## src/rtl/disp_pkg.sv

```systemverilog
// Shared definitions for the multiplexed BCD display.
// Contents:
//   NUM_DIGITS  - number of BCD digits / display positions
//   bcd_digit_t - one 4-bit BCD digit
//   SEG_*       - active-low segment codes, [7:1]=a..g, [0]=dp
//   bcd_inc     - ripple BCD increment of the packed count, returns {carry, next}
package disp_pkg;

  localparam int NUM_DIGITS = 4;

  typedef logic [3:0] bcd_digit_t;

  localparam logic [7:0] SEG_0     = 8'h03;
  localparam logic [7:0] SEG_1     = 8'h9F;
  localparam logic [7:0] SEG_2     = 8'h25;
  localparam logic [7:0] SEG_3     = 8'h0D;
  localparam logic [7:0] SEG_4     = 8'h99;
  localparam logic [7:0] SEG_5     = 8'h49;
  localparam logic [7:0] SEG_6     = 8'h41;
  localparam logic [7:0] SEG_7     = 8'h1F;
  localparam logic [7:0] SEG_8     = 8'h01;
  localparam logic [7:0] SEG_9     = 8'h09;
  localparam logic [7:0] SEG_BLANK = 8'hFF;

  // Carry out of the top digit means the count rolled 9999 -> 0000.
  function automatic logic [4*NUM_DIGITS:0] bcd_inc(input logic [4*NUM_DIGITS-1:0] v);
    logic [4*NUM_DIGITS-1:0] r;
    logic                    c;
    bcd_digit_t              d;
    r = '0;
    c = 1'b1;
    for (int i = 0; i < NUM_DIGITS; i++) begin
      d = v[i*4 +: 4];
      if (c) begin
        if (d == 4'd9) begin
          d = 4'd0;
          c = 1'b1;
        end else begin
          d = d + 4'd1;
          c = 1'b0;
        end
      end
      r[i*4 +: 4] = d;
    end
    return {c, r};
  endfunction

endpackage

```

## src/rtl/seg7_decode.sv

```systemverilog
// Combinational BCD digit to active-low 7-segment decoder.
// Ports:
//   i_digit - BCD digit to show
//   i_blank - 1 forces all segments off
//   o_seg   - active-low segments, [7:1]=a..g, [0]=dp (dp always off)
module seg7_decode
  import disp_pkg::*;
(
  input  bcd_digit_t  i_digit,
  input  logic        i_blank,
  output logic [7:0]  o_seg
);

  always_comb begin
    o_seg = SEG_BLANK;
    if (!i_blank) begin
      case (i_digit)
        4'd0:    o_seg = SEG_0;
        4'd1:    o_seg = SEG_1;
        4'd2:    o_seg = SEG_2;
        4'd3:    o_seg = SEG_3;
        4'd4:    o_seg = SEG_4;
        4'd5:    o_seg = SEG_5;
        4'd6:    o_seg = SEG_6;
        4'd7:    o_seg = SEG_7;
        4'd8:    o_seg = SEG_8;
        4'd9:    o_seg = SEG_9;
        default: o_seg = SEG_BLANK;
      endcase
    end
  end

endmodule

```

## src/rtl/tick_bcd_counter_display.sv

```systemverilog
// 4-digit BCD event counter driven by a one-cycle tick, shown on a
// multiplexed common-anode 7-segment display.
// Parameters:
//   SCAN_DIV - clk cycles per digit scan slot (>= 2)
//   BLANK_LZ - 1 blanks leading zeros on digits 3..1
// Ports:
//   clk       - system clock
//   rst_n     - asynchronous active-low reset
//   update    - one-cycle tick; increments the count
//   hold      - freezes the count, drops ticks
//   clr       - synchronous clear of the count (highest priority)
//   wrap      - one-cycle pulse on 9999 -> 0000 rollover
//   count_bcd - packed BCD count, digit 3 in [15:12]
//   led_en    - active-low digit enables
//   led_seg   - active-low segments, [7:1]=a..g, [0]=dp
module tick_bcd_counter_display
  import disp_pkg::*;
#(
  parameter int SCAN_DIV = 100000,
  parameter bit BLANK_LZ = 1'b1
) (
  input  logic        clk,
  input  logic        rst_n,
  input  logic        update,
  input  logic        hold,
  input  logic        clr,
  output logic        wrap,
  output logic [15:0] count_bcd,
  output logic [3:0]  led_en,
  output logic [7:0]  led_seg
);

  localparam int              CNT_W     = (SCAN_DIV > 1) ? $clog2(SCAN_DIV) : 1;
  localparam logic [CNT_W-1:0] SCAN_LAST = CNT_W'(SCAN_DIV - 1);

  logic [15:0]      r_count;
  logic             r_wrap;
  logic [CNT_W-1:0] r_scan_cnt;
  logic [1:0]       r_idx;
  logic [3:0]       r_led_en;
  logic [7:0]       r_led_seg;

  logic [16:0]      w_inc;
  bcd_digit_t       w_dig [NUM_DIGITS];
  logic [3:0]       w_zero;
  bcd_digit_t       w_digit;
  logic             w_blank;
  logic [7:0]       w_seg;

  assign w_inc = bcd_inc(r_count);

  // Count: clr > hold > update
  always_ff @(posedge clk or negedge rst_n) begin
    if (!rst_n) begin
      r_count <= 16'h0000;
      r_wrap  <= 1'b0;
    end else if (clr) begin
      r_count <= 16'h0000;
      r_wrap  <= 1'b0;
    end else if (hold) begin
      r_wrap  <= 1'b0;
    end else if (update) begin
      r_count <= w_inc[15:0];
      r_wrap  <= w_inc[16];
    end else begin
      r_wrap  <= 1'b0;
    end
  end

  // Scan timer free-runs regardless of hold/clr
  always_ff @(posedge clk or negedge rst_n) begin
    if (!rst_n) begin
      r_scan_cnt <= '0;
      r_idx      <= 2'd0;
    end else if (r_scan_cnt == SCAN_LAST) begin
      r_scan_cnt <= '0;
      r_idx      <= r_idx + 2'd1;
    end else begin
      r_scan_cnt <= r_scan_cnt + CNT_W'(1);
    end
  end

  for (genvar g = 0; g < NUM_DIGITS; g++) begin : g_dig
    assign w_dig[g]  = r_count[g*4 +: 4];
    assign w_zero[g] = (w_dig[g] == 4'd0);
  end

  // A digit is a leading zero only if it and every digit above it are zero;
  // digit 0 always shows so that a zero count reads "   0".
  always_comb begin
    w_digit = w_dig[0];
    w_blank = 1'b0;
    case (r_idx)
      2'd0: begin w_digit = w_dig[0]; w_blank = 1'b0;         end
      2'd1: begin w_digit = w_dig[1]; w_blank = &w_zero[3:1]; end
      2'd2: begin w_digit = w_dig[2]; w_blank = &w_zero[3:2]; end
      2'd3: begin w_digit = w_dig[3]; w_blank = w_zero[3];    end
      default: begin w_digit = w_dig[0]; w_blank = 1'b0;      end
    endcase
    w_blank = w_blank && BLANK_LZ;
  end

  seg7_decode u_seg7_decode (
    .i_digit (w_digit),
    .i_blank (w_blank),
    .o_seg   (w_seg)
  );

  // Registered display drive
  always_ff @(posedge clk or negedge rst_n) begin
    if (!rst_n) begin
      r_led_en  <= 4'b1111;
      r_led_seg <= SEG_BLANK;
    end else begin
      r_led_en  <= ~(4'b0001 << r_idx);
      r_led_seg <= w_seg;
    end
  end

  assign wrap      = r_wrap;
  assign count_bcd = r_count;
  assign led_en    = r_led_en;
  assign led_seg   = r_led_seg;

endmodule

```

## config.mk

```make
export PLATFORM = sky130hd
export DESIGN_NAME = tick_bcd_counter_display
export DESIGN_NICKNAME = d
export VERILOG_FILES = /design/src/rtl/disp_pkg.sv /design/src/rtl/seg7_decode.sv /design/src/rtl/tick_bcd_counter_display.sv
export SDC_FILE = /design/constraint.sdc
export NUM_CORES = 1
export LEC_CHECK = 0
export CAP_MARGIN = 20
export CORE_MARGIN = 3
export CORE_UTILIZATION = 55
export CTS_CLUSTER_SIZE = 28
export DETAILED_ROUTE_END_ITERATION = 8
export PLACE_DENSITY_LB_ADDON = 0.2
export SLEW_MARGIN = 20
export SYNTH_ARGS = -nofsm -noshare
export SYNTH_HDL_FRONTEND = slang
export SYNTH_SLANG_ARGS = --single-unit
```

## constraint.sdc

```tcl
create_clock -name clk -period 2.41 [get_ports clk]
set_clock_uncertainty 0.15 [all_clocks]
set_input_delay 0.241 -clock clk [delete_from_list [all_inputs] [get_ports clk]]
set_output_delay 0.241 -clock clk [all_outputs]
set_load 0.01 [all_outputs]
```

==> reports/metrics.sh <==
STATUS='completed'
WORST_HOLD_PATH.NUM_CELLS=1
FINAL.MIN_CLOCK_PERIOD_NS=2.33
PEAKVDDDROP_uV=309
POST_SYNTH_INSTANCE_AREA_UM2=2620
SWITCHING_POWER_mW=0.342
DRT_PASS1_ITERATIONS=4
CHIPHEIGHT_UM=75.0
POWER_DENSITY_nW_PER_UM2=446
SYNTHESIS_TO_FINISH_AREA_GROWTH_PCT=20.7
POSTSYNTHCELLCOUNT=263
REG2REG_FROM='r_idx[1]'
CRITPATHCAPTURETYPE='flip-flop'
MAXCAPVIOLATIONS=0
ROUTEDWLPERCELL_UM=15.8
SYNTH-EDFF-COUNT=0
POST_ROUTE_CELLS_DRIVE_ABOVE_1_SHARE=0.137
SETUP_TOTAL_NEGATIVE_SLACK_NS=0
TOTAL_LEAKAGE_POWER_nW=1.35
REG2REG_DEPTH=9
CRITICAL_PATH.REG2REG.ENDPOINT='led_seg[3]'
DETAILROUTE.VIA_COUNT=2079
DRT_ITER0_DRC=115
TRITONCTS='yes'
COMB_POWER_SHARE=0.085
SYNTH_SEQUENTIAL_AREA_RATIO=0.455
START_UTIL=0.585
HOLD_START='r_scan_cnt[0]'
TIMING_WORST_SLEW_PIN_VALUE_NS=0.595
NETLIST_TOP_CELLS_AREA='dfrtp_1, dfstp_2, ha_1'
GRT-OVFL-TOTAL=0
POST-DP-HPWL_UM=3980
SYNTH.MOST_COMMON_CELL='dfrtp_1'
SYNTH-ASYNC-RESET-RATIO=1.00
CTS.CLK_SLEW.WORST_PATHS_NS=0.09
CHIPWIDTH_UM=75.0
SETUP_VIOLATIONS=0
IO_BUFFER_COUNT=32
TIMING_MAX_TRANSITION_VIOLATIONS_FINAL=0
GRT_FIRST_PASS_WIRELENGTH_UM=9470
YOSYSUNIQUECELLTYPES=46
YS_SEQ_ELEMENTS=47
NNETSFINAL=329
CP_MAX_FO=5
CLOCK_INSERTION_DELAY_WORST_SKEW_NS=0.30
GRTUSAGETOTAL=0.218
PLACE.GP.CONGESTION=0.908
CLK_ROOT_BUFFER_CELL='clkbuf_8'
H-TREE-DEPTH=2
POSTROUTEANTENNANETS=0
DOMINANTREGCELLSYNTH='dfrtp_1'
DRC=0
CLOCK.FMAX_GHz=0.429
GRT_START_MAX_NET_PINS=48
WHS_ENDPOINT='r_scan_cnt[0]'
YOSYS_WARNINGS=0
MIN_PERIOD_OVER_PERIOD=0.967
R2R_SETUP_SLACK_NS=0.08
PWR-SHARE-SEQ=0.585
FINALHOLDVIOLCOUNT=0
TRITONCTS.NUM_BUFFERS=5
ANTENNADIODECOUNT=0
CRITPATHLAUNCHTYPE='flip-flop'
NUMBER_OF_SINKS_HANDLED_BY_CLOCK_TREE_SYNTHESIS=47
DRT-TOTAL-WL_UM=5640
POWER.SHARE.CLOCK=0.329
FLOORPLAN.DIE_AREA_UM2=5620
SYNTH_TOP_AREA_SHARE=0.344
CORE-AREA_UM2=4470
SWITCHING_SHARE=0.243
SYNTHTOPCELLSBYCOUNT='dfrtp_1, inv_1, ha_1'
SYNTH_NET_COUNT=287
IOPINCOUNT=34
INT_PWR_mW=1.07
HOLD_PATH_CLASS='flip-flop to flip-flop'
SYNTH_AREA_LEADER_CELL='dfrtp_1'
HOLDWS_NS=0.332
TIMING_WORST_SETUP_PATH_TYPE='flip-flop to flip-flop'
CLOCKBUFFERDEPTH=2
FLOORPLAN.ROWS=24
ROUTE.DETAILED.VIAS_PER_INST=5.81
WORSTPATHARRIVAL_NS=2.39
AVGSYNTHCELLAREA_UM2=9.95
GRT_PASS1_VIAS=2054
ANTENNA_FOUND_INITIAL=0
DATA_REQUIRED_TIME_AT_THE_WORST_ENDPOINT_NS=2.47
MAX_SLEW_MARGIN=0.603
logic make-up (layout without fill, tap and decap cells):
group	after synthesis	in the layout	share of synthesized area
simple gates	91	91	0.198
xor+xnor	16	16	0.0536
other cells	1	1	0.00143
mux	9	9	0.0349
compound gates	51	51	0.121
buf+inv	29	72	0.0459
fa+ha+maj	19	19	0.0909
flops	47	47	0.455
how the worst max path moves through the flow:
| stage | start | endpoint | cells after the start | slack [ns] |
|---|---|---|---|---|
| 3_5_place_dp | r_idx[0] | led_seg[3] | 9 | 0.06 |
| 6_report | r_idx[1] | led_seg[3] | 9 | 0.08 |
| 4_1_cts | r_idx[0] | led_seg[3] | 9 | 0.04 |
| 5_1_grt | r_idx[1] | led_seg[3] | 9 | -0.12 |
| 3_3_place_gp | r_idx[0] | led_seg[3] | 9 | 0.15 |
| 2_1_floorplan | r_idx[0] | led_seg[3] | 9 | 0.28 |
power groups by stage:
stage | logic [mW] | clock network, mW | registers, mW
5_1_grt | 0.137 | 0.509 | 0.826
6_report | 0.120 | 0.463 | 0.824
3_5_place_dp | 0.116 | 0 | 0.839
3_3_place_gp | 0.113 | 0 | 0.838
4_1_cts | 0.117 | 0.476 | 0.823
2_1_floorplan | 0.0480 | 0 | 0.841
flip-flops by register name, indices dropped and copies added (netlist names):
register	cells
led_seg	7
r_idx	2
wrap	1
r_scan_cnt	17
led_en	4
count_bcd	16
metal layers:
| metal | up-vias | share of wire | routed length, um | global-route usage |
|---|---|---|---|---|
| met5 | - | 0 | 0 | 0 |
| met3 | 4 | 0.033 | 188 | 0.0414 |
| met1 | 1022 | 0.50 | 2810 | 0.313 |
| met4 | 0 | 0.0071 | 40 | 0.0632 |
| met2 | 38 | 0.46 | 2600 | 0.338 |
| li1 | 1015 | - | - | - |
stage by stage:
stage | cell area [um2] | worst slack [ns] | total power, mW | utilization | instances
2_1_floorplan | 2620 | 0.280 | 0.889 | - | 263
6_report | 3160 | 0.0790 | 1.41 | 0.706 | 358
4_1_cts | 3110 | 0.0385 | 1.42 | 0.694 | 355
5_1_grt | 3160 | -0.121 | 1.47 | 0.706 | 358
3_5_place_dp | 3010 | 0.0568 | 0.954 | 0.673 | 346
3_3_place_gp | 3010 | 0.155 | 0.951 | 0.673 | 346
what timing repair did:
action	CTS	global route
endpoints found under the hold margin	36	0
setup endpoints to repair	0	6
gates resized for setup	0	9
setup buffers	0	3
hold buffers	1	0
layout make-up:
type / instances / area (um2)
clock inverters: 2 / 12.5
repair buffers: 44 / 408
inverters: 20 / 75.1
flip-flops and latches: 47 / 1190
well taps: 52 / 65.1
clock buffers: 6 / 72.6
fillers: 354 / 1320
multi-input cells: 187 / 1340
placed cells by master, fill, tap and decap left out, types with 6 or more instances in the layout:
master,instances
dfstp_2,11
mux2i_1,7
a22oi_1,6
nor2_1,18
dfrtp_1,36
nor3_1,8
xnor2_1,12
nand3_1,16
clkdlybuf4s50_1,31
buf_4,11
ha_1,16
nand2_1,11
o21ai_0,14
a21oi_1,15
inv_1,18
worst max-delay path, cell delays in order (launching register included):
cell      delay [ns]
dfrtp_1         0.41
inv_1           0.11
ha_2            0.22
a222oi_1        0.47
mux2i_4         0.16
inv_2           0.12
ha_1            0.16
a211oi_1        0.05
a211oi_1        0.25
o21ai_0         0.14
Note: power is estimated with default switching activity, not from simulation.
